File: src/rtl/twiddle_rd_sched.sv
// Read scheduler for the four-lane recover-stage twiddle ROM bank.
// Sweeps column 1 over k = 0..L-1 and column 2 over (L-k) mod L, honours
// downstream stall, and tracks in-flight reads so data_vld/data_idx line up
// with the ROM's registered output.
//
// state  | meaning
// -------+-----------------------------------------------------------
// IDLE   | waiting for start; an accepted start may issue row 0 at once
// ISSUE  | one ROM read per unstalled cycle until row L-1 is issued
// DRAIN  | waiting ROM_LAT cycles for in-flight reads, then pulse done
module twiddle_rd_sched #(
  parameter int ADDR_W  = 11,
  parameter int ROM_LAT = 1
) (
  input  logic              clk,
  input  logic              rst_n,
  input  logic              start,
  input  logic [ADDR_W-1:0] cfg_len,
  input  logic              stall,
  output logic              rom_valid,
  output logic [ADDR_W-1:0] rom_addr_col1,
  output logic [ADDR_W-1:0] rom_addr_col2,
  output logic              data_vld,
  output logic [ADDR_W-1:0] data_idx,
  output logic              busy,
  output logic              done
);

  typedef enum logic [1:0] {
    S_IDLE  = 2'd0,
    S_ISSUE = 2'd1,
    S_DRAIN = 2'd2
  } state_t;

  state_t            r_state, w_state_nxt;
  logic [ADDR_W-1:0] r_len, w_len_nxt;
  logic [ADDR_W-1:0] r_k, w_k_nxt;
  logic [ADDR_W-1:0] w_len_cur, w_k_cur;
  logic [2:0]        r_cnt, w_cnt_nxt;
  logic              w_issue;
  logic              r_rom_valid, w_rom_valid_nxt;
  logic [ADDR_W-1:0] r_addr1, w_addr1_nxt;
  logic [ADDR_W-1:0] r_addr2, w_addr2_nxt;
  logic              r_busy, r_done, w_done_nxt;
  logic              r_sr_vld [ROM_LAT];
  logic [ADDR_W-1:0] r_sr_idx [ROM_LAT];

  // State register and all registered outputs.
  always_ff @(posedge clk or negedge rst_n) begin
    if (!rst_n) begin
      r_state     <= S_IDLE;
      r_len       <= '0;
      r_k         <= '0;
      r_cnt       <= '0;
      r_rom_valid <= 1'b0;
      r_addr1     <= '0;
      r_addr2     <= '0;
      r_busy      <= 1'b0;
      r_done      <= 1'b0;
    end else begin
      r_state     <= w_state_nxt;
      r_len       <= w_len_nxt;
      r_k         <= w_k_nxt;
      r_cnt       <= w_cnt_nxt;
      r_rom_valid <= w_rom_valid_nxt;
      r_addr1     <= w_addr1_nxt;
      r_addr2     <= w_addr2_nxt;
      r_busy      <= (w_state_nxt != S_IDLE);
      r_done      <= w_done_nxt;
    end
  end

  // Next-state and issue decision; an accepted start issues row 0 in the
  // same edge so the first read lands one cycle after start.
  always_comb begin
    w_len_cur       = (r_state == S_IDLE) ? cfg_len : r_len;
    w_k_cur         = (r_state == S_IDLE) ? '0 : r_k;
    w_issue         = !stall && ((r_state == S_ISSUE) ||
                                 ((r_state == S_IDLE) && start && (cfg_len != '0)));
    w_state_nxt     = r_state;
    w_len_nxt       = r_len;
    w_k_nxt         = r_k;
    w_cnt_nxt       = r_cnt;
    w_rom_valid_nxt = 1'b0;
    w_addr1_nxt     = r_addr1;
    w_addr2_nxt     = r_addr2;
    w_done_nxt      = 1'b0;
    case (r_state)
      S_IDLE: begin
        if (start) begin
          w_len_nxt = cfg_len;
          w_k_nxt   = '0;
          if (cfg_len == '0) begin
            w_state_nxt = S_DRAIN;
            w_cnt_nxt   = 3'd0;
            w_done_nxt  = 1'b1;
          end else begin
            w_state_nxt = S_ISSUE;
          end
        end
      end
      S_ISSUE: ;
      S_DRAIN: begin
        w_done_nxt = (r_cnt == 3'd1);
        if (r_cnt == 3'd0) w_state_nxt = S_IDLE;
        else               w_cnt_nxt   = r_cnt - 3'd1;
      end
      default: w_state_nxt = S_IDLE;
    endcase
    if (w_issue) begin
      w_rom_valid_nxt = 1'b1;
      w_addr1_nxt     = w_k_cur;
      w_addr2_nxt     = (w_k_cur == '0) ? '0 : (w_len_cur - w_k_cur);
      w_k_nxt         = w_k_cur + ADDR_W'(1);
      if (w_k_cur == (w_len_cur - ADDR_W'(1))) begin
        w_state_nxt = S_DRAIN;
        w_cnt_nxt   = 3'(ROM_LAT);
      end
    end
  end

  // In-flight read tracker; never stalls, so its tail follows the ROM output.
  always_ff @(posedge clk or negedge rst_n) begin
    if (!rst_n) begin
      for (int i = 0; i < ROM_LAT; i++) begin
        r_sr_vld[i] <= 1'b0;
        r_sr_idx[i] <= '0;
      end
    end else begin
      r_sr_vld[0] <= r_rom_valid;
      r_sr_idx[0] <= r_addr1;
      for (int i = 1; i < ROM_LAT; i++) begin
        r_sr_vld[i] <= r_sr_vld[i-1];
        r_sr_idx[i] <= r_sr_idx[i-1];
      end
    end
  end

  assign rom_valid     = r_rom_valid;
  assign rom_addr_col1 = r_addr1;
  assign rom_addr_col2 = r_addr2;
  assign data_vld      = r_sr_vld[ROM_LAT-1];
  assign data_idx      = r_sr_idx[ROM_LAT-1];
  assign busy          = r_busy;
  assign done          = r_done;

endmodule
File: config.mk
export PLATFORM = sky130hd
export DESIGN_NAME = twiddle_rd_sched
export DESIGN_NICKNAME = d
export VERILOG_FILES = /design/src/rtl/twiddle_rd_sched.sv
export SDC_FILE = /design/constraint.sdc
export NUM_CORES = 1
export LEC_CHECK = 0
export CORE_MARGIN = 5
export CORE_UTILIZATION = 45
export CTS_BUF_LIST = sky130_fd_sc_hd__clkbuf_4 sky130_fd_sc_hd__clkbuf_8
export CTS_CLUSTER_SIZE = 16
export DETAILED_ROUTE_END_ITERATION = 16
export PLACE_DENSITY = 0.68
export SYNTH_ARGS = -nofsm -noshare
export SYNTH_HDL_FRONTEND = slang
export SYNTH_SLANG_ARGS = --single-unit
File: constraint.sdc
create_clock -name clk -period 4.75 [get_ports clk]
set_input_delay 0.95 -clock clk [delete_from_list [all_inputs] [get_ports clk]]
set_output_delay 0.95 -clock clk [all_outputs]
set_load 0.005 [all_outputs]
==> flow_summary.yaml, run 1 <==
setup_path:
  crit_path_end_kind: "register"
  path_max_fanout: 19
  critPathLaunchType: "register"
  cp_cell_sequence: "or2_1 > buf_4 > mux2_4 > inv_1 > ha_1 > nand3_1 > nor4_1 > xnor2_1 > a2111oi_2 > nand3_1 > and2_1"
  crit_required_ps: 4980
  r2r_end: "r_cnt[1]"
  cpMaxStageDelayCell: "or2_1"
  crit_arrival_ps: 4050
  criticalPathCategory: "reg -> reg"
  rrSetupSlack_ps: 930
  timing.rr.start: "r_state[1]"
  slowest_delay_ps: 630
  rr_worst_depth: 11
  cp_common_cell: "nand3_1"
clocking:
  clockBufferDepth: 2
  clock-sinks: 64
  post_cts_buffers: 0
  cts_resized: 0
  clkTransAtPathRegs_ps: 70
  clk_latency_ps: 340
  tritoncts: "built"
  cts_buffers: 9
  root_buffer: "clkbuf_8"
  htreeDepth: 3
  ctsHoldBuffers: 0
logic_synthesis:
  synth_cell_types: 47
  yosysTopAreaCell: "dfrtp_1"
  synth_ff_type: "dfrtp_1"
  synth_area_mm2: 0.00353
  synth.top_cell.area_share_pct: 45.3
  ys_ff_latch: 64
  ys_seq_area_share_pct: 45.3
  synthArstFlopShare_pct: 100
  syn_nets: 422
  yosys_warnings: 0
  synth_edf_count: 0
  synth_area_per_cell_um2: 9.06
  synth_cells: 390
  yosys-top-cells-area: "dfrtp_1 (45%), nand2_1 (9.1%), ha_1 (5.7%)"
finish:
  drive_gt1_share_pct: 7.64
  mostFrequentLayoutCells: "nand2_1 (86), dfrtp_1 (64), clkdlybuf4s50_1 (50)"
  final_net_count: 472
  final_cells: 547
  num-fill-cells: 733
  diodes: 0
  syn2layout_area_growth_pct: 22.6
  layout_commonest_cell: "nand2_1"
  fin_util_pct: 56.3
global_routing:
  grt_pass1_vias: 2838
  overflow: 0
  grt_use_met2_pct: 26.5
  grtUsageTotal_pct: 17.9
  busiest_layer: "met2"
  grt_max_degree: 42
  antenna_found_initial: 0
  grt_pass1_wl_um: 14100
  grt_use_met3_pct: 3.68
  met1_usage_pct: 25.5
run:
  drv_cap: 0
die:
  num_io_pins: 52
  rows: 32
  start_util_pct: 45.9
  core_area_mm2: 0.00769
  die_area_mm2: 0.00972
  die-height_um: 98.6
  die_w_um: 98.6
sta:
  setup_viol: 0
  timing.final.crit_share_pct: 80.3
  rsz0062_at_grt: "false"
  setup_slack_ps: 934
  layout_min_cycle_time_ps: 3820
  slew_headroom_pct: 49.9
  fmax_mhz: 262
  drv_slew: 0
  worst_pin_slew_ps: 751
  finClkSkew_ps: 9.37
  finalHoldViolations: 0
  tns_ps: 0
route:
  drtPass1Iterations: 4
  antenna_left: 0
  vias: 2955
  drt-total-wl_um: 8260
  drt-vias-per-instance: 5.40
  wl_per_cell_um: 15.1
  drtIter0Drc: 117
  drc: 0
pwr:
  ir_drop_uv: 259
  powerDensity_mw_per_mm2: 631
  cellLeakagePower_nw: 1.94
min_path:
  min_path_cells: 0
  hold_path.class: "reg -> reg"
  hold_end: "data_vld"
  holdCritStartpoint: "rom_valid"
placement:
  port_buffers: 51
  dp_slack_ps: 1010
  place_congestion: 0.893
  dp_hpwl_um: 6160
  dpl.cell_count: 531
outcome:
  outcome: "finished clean"
==> how the worst max path moves through the flow <==
stage | end | slack, ps | start
after floorplan | rom_addr_col2[8] | 1240 | r_state[1]
after global placement | rom_addr_col2[10] | 1100 | cfg_len[2]
after detailed placement | r_cnt[2] | 1010 | r_state[1]
after CTS | r_cnt[1] | 1010 | r_state[1]
after global routing | r_cnt[1] | 670 | r_state[1]
final | r_cnt[1] | 930 | r_state[1]
==> cells by family (layout without fill, tap and decap cells) <==
family          after synthesis  in the layout  synth area share, %
xor+xnor                     27             27                 6.69
mux                           9              9                 2.83
buf+inv                      27             82                 2.94
compound gates               84             84                 14.7
simple gates                162            162                 21.3
flops                        64             64                 45.3
fa+ha+maj                    17             17                 6.23
==> cells in the mapped netlist (2+ instances only) <==
cell type  count
a211oi_1       3
a21boi_1       2
a21o_1         2
a21oi_1       22
a22o_1         5
a31oi_1        4
and2_1         3
and3_1         3
buf_2          2
clkbuf_1      14
dfrtp_1       64
ha_1          16
inv_1         10
mux2_2         4
mux2i_1        4
nand2_1       86
nand2b_1       2
nand3_1       10
nand3b_1       2
nor2_1        20
nor2b_1        3
nor3_1        10
nor4_1         6
o21ai_0       28
o21bai_1       4
o31ai_1        7
or3_1          5
or3b_2         3
or4_1          3
xnor2_1       16
xor2_1        11
==> sequential cells by signal, indices dropped and copies added, names as in the netlist <==
register / cells
data_vld: 1
busy: 1
rom_addr_col1: 11
data_idx: 11
r_cnt: 3
rom_addr_col2: 11
done: 1
r_k: 11
r_len: 11
rom_valid: 1
r_state: 2
==> worst max-delay path: cells and delay by family, from the launching register on <==
| family | cells | cell delay [ps] |
|---|---|---|
| simple gates | 5 | 1740 |
| flops | 1 | 590 |
| buf+inv | 2 | 380 |
| mux | 1 | 360 |
| compound gates | 1 | 240 |
| fa+ha+maj | 1 | 220 |
| xor+xnor | 1 | 160 |
==> stage by stage <==
stage | hold WS (ps) | total power [mW] | instance area, um2
global route | 404 | 2.98 | 4330
global placement | 369 | 2.24 | 4140
finish | 380 | 2.73 | 4330
floorplan | 376 | 1.85 | 3530
CTS | 387 | 2.75 | 4330
detailed placement | 372 | 2.28 | 4140
==> final cells by class <==
| class | instances | area, um2 | area share (%) |
|---|---|---|---|
| multi-input combinational | 299 | 1830 | 42.3 |
| inverter | 10 | 37.5 | 0.867 |
| timing repair buffer | 56 | 543 | 12.5 |
| tap | 102 | 128 | 2.95 |
| clock inverter | 6 | 60.1 | 1.39 |
| clock buffer | 10 | 131 | 3.03 |
| sequential | 64 | 1600 | 37.0 |
==> power breakdown <==
group	total, mW	internal (mW)	switching [mW]
Sequential	0.856	0.714	0.142
Combinational	1.42	0.699	0.720
Clock	0.456	0.245	0.211
Total	2.73	1.66	1.07
==> routing by layer <==
layer	vias to the layer above	share of wire, %	routed length (um)
met5	-	0	0
met4	0	1.7	144
met3	13	6.2	512
met2	78	43	3550
met1	1410	49	4060
li1	1454	-	-
(Power assumes the default switching activity.)
==> run 2, diff against run 1 <==
Settings changed: PLACE_DENSITY 0.68 to 0.71.
Clock period 4.75 ns to 3.25 ns, I/O delays scaled along.
==> run 2 against run 1 <==
Against the previous run:
- global-route usage grew 0.37 points
- combinational power grew 58%
- wire length grew 6.0%
- total power grew 53%
- sequential power grew 46%
- worst hold slack lost 23 ps
- clock power grew 49%
- die area is the same
- critical path depth grew 1
- sequential share of layout area shrank 1.6 points
- final cell count grew 3.8%
- critical endpoint is now rom_addr_col2[8]
- largest cell class unchanged
==> flow_summary.yaml, run 2 (synthesis gave the netlist of run 1 again) <==
setup_path:
  crit_path_end_kind: "register"
  crit_arrival_ps: 3180
  rr_worst_depth: 14
  rrSetupSlack_ps: 380
  critPathLaunchType: "primary input"
  crit_required_ps: 3470
  cp-endpoint: "rom_addr_col2[8]"
  critPathLaunch: "cfg_len[0]"
  criticalPathCategory: "in -> reg"
  r2r_end: "rom_addr_col2[8]"
  timing.rr.start: "r_state[0]"
  path_max_fanout: 4
global_routing:
  grt_max_degree: 34
  overflow: 0
  antenna_found_initial: 0
  grt_pass1_vias: 2879
  grt_pass1_wl_um: 14300
  grtUsageTotal_pct: 18.3
clocking:
  htreeDepth: 3
  tritoncts: "built"
  ctsHoldBuffers: 0
  clkTransAtPathRegs_ps: 70
  clock-sinks: 64
  post_cts_buffers: 0
  root_buffer: "clkbuf_8"
  clk_latency_ps: 340
  cts_buffers: 9
  clockBufferDepth: 2
pwr:
  cellLeakagePower_nw: 2.05
  clkPwrFrac_pct: 16.3
  share_seq_of_total_power_pct: 29.9
  combinationalPowerShare_pct: 53.8
  p_switching_mw: 1.60
  p_int_mw: 2.57
  ir_drop_uv: 435
  powerDensity_mw_per_mm2: 923
  switching_share_pct: 38.4
die:
  die-height_um: 98.6
  die_area_mm2: 0.00972
  start_util_pct: 45.9
  core_area_mm2: 0.00769
  die_w_um: 98.6
  rows: 32
  num_io_pins: 52
route:
  antenna_left: 0
  vias: 3063
  drtIter0Drc: 205
  drc: 0
  drt-total-wl_um: 8760
  drtPass1Iterations: 4
  wl_per_cell_um: 15.4
  drt-vias-per-instance: 5.39
placement:
  port_buffers: 51
  place_congestion: 0.928
  dp_hpwl_um: 6680
sta:
  tns_ps: 0
  setup_viol: 0
  worst_pin_slew_ps: 707
  rsz0062_at_grt: "false"
  drv_slew: 0
  finClkSkew_ps: 11.7
  finalHoldViolations: 0
  fmax_mhz: 339
  whs_ps: 357
  layout_min_cycle_time_ps: 2950
  slew_headroom_pct: 52.8
  timing.final.crit_share_pct: 90.8
run:
  drv_cap: 0
finish:
  syn2layout_area_growth_pct: 28.1
  layout_commonest_cell: "nand2_1"
  final_net_count: 494
  diodes: 0
  mostFrequentLayoutCells: "nand2_1 (86), dfrtp_1 (64), clkdlybuf4s50_1 (50)"
  drive_gt1_share_pct: 12.7
  num-fill-cells: 711
outcome:
  outcome: "finished clean"
min_path:
  hold_path.class: "in -> async"
==> run 2: cell type report <==
cell class | count | area, um2 | area share (%)
Timing Repair Buffer | 78 | 721 | 15.9
Sequential cell | 64 | 1600 | 35.4
Multi-Input combinational cell | 299 | 1840 | 40.7
Tap cell | 102 | 128 | 2.82
Clock buffer | 12 | 153 | 3.37
Clock inverter | 3 | 42.5 | 0.940
Inverter | 10 | 37.5 | 0.829
==> run 2: worst min-delay path by stage <==
stage,cells past startpoint,to,from,slack (ps)
after global routing,0,data_vld,rom_valid,400
after global placement,0,data_vld,rom_valid,370
after floorplan,0,busy,rst_n,350
final,1,data_vld,rst_n,360
after CTS,1,rom_addr_col2[6],rst_n,380
after detailed placement,0,data_vld,rom_valid,370
==> run 2: worst max-delay path: stages <==
cell and delay [ps]:
clkdlybuf4s50_1 470, mux2i_2 260, ha_2 220, inv_1 50, fa_1 410, a21o_1 190, a21oi_2 170, o211ai_1 120
a21oi_1 200, o21bai_1 100, xor2_1 140, a22o_1 200
==> run 2: repair_timing <==
item,4_1_cts,5_1_grt
resized for setup,0,1
endpoints found under the hold margin,0,0
endpoints found under the setup margin,0,2
==> run 2: stage by stage <==
step | power (mW) | instance area [um2] | utilization [%] | setup WS, ps | instances
final | 4.18 | 4530 | 58.9 | 299 | 568
after CTS | 4.19 | 4520 | 58.8 | 183 | 568
after floorplan | 2.72 | 3550 | - | 5.68 | 390
after global routing | 4.52 | 4530 | 58.9 | 156 | 568
after global placement | 3.43 | 4330 | 56.3 | 31.8 | 553
after detailed placement | 3.51 | 4330 | 56.3 | -72.1 | 553
==> run 2: per-layer routing <==
layer	up-vias	share of wire [%]	GRT usage (%)
li1	1500	-	-
met1	1448	46	25.1
met2	101	46	27.9
met5	-	0	0
met4	0	2.2	7.98
met3	14	6.1	3.75
==> run 2: power groups by stage <==
stage          Combinational [mW]  Sequential, mW  Clock (mW)
6_report                     2.25            1.25       0.679
5_1_grt                      2.50            1.28       0.738
4_1_cts                      2.25            1.25       0.692
3_5_place_dp                 2.24            1.26           0
3_3_place_gp                 2.17            1.25           0
2_1_floorplan                1.50            1.22           0
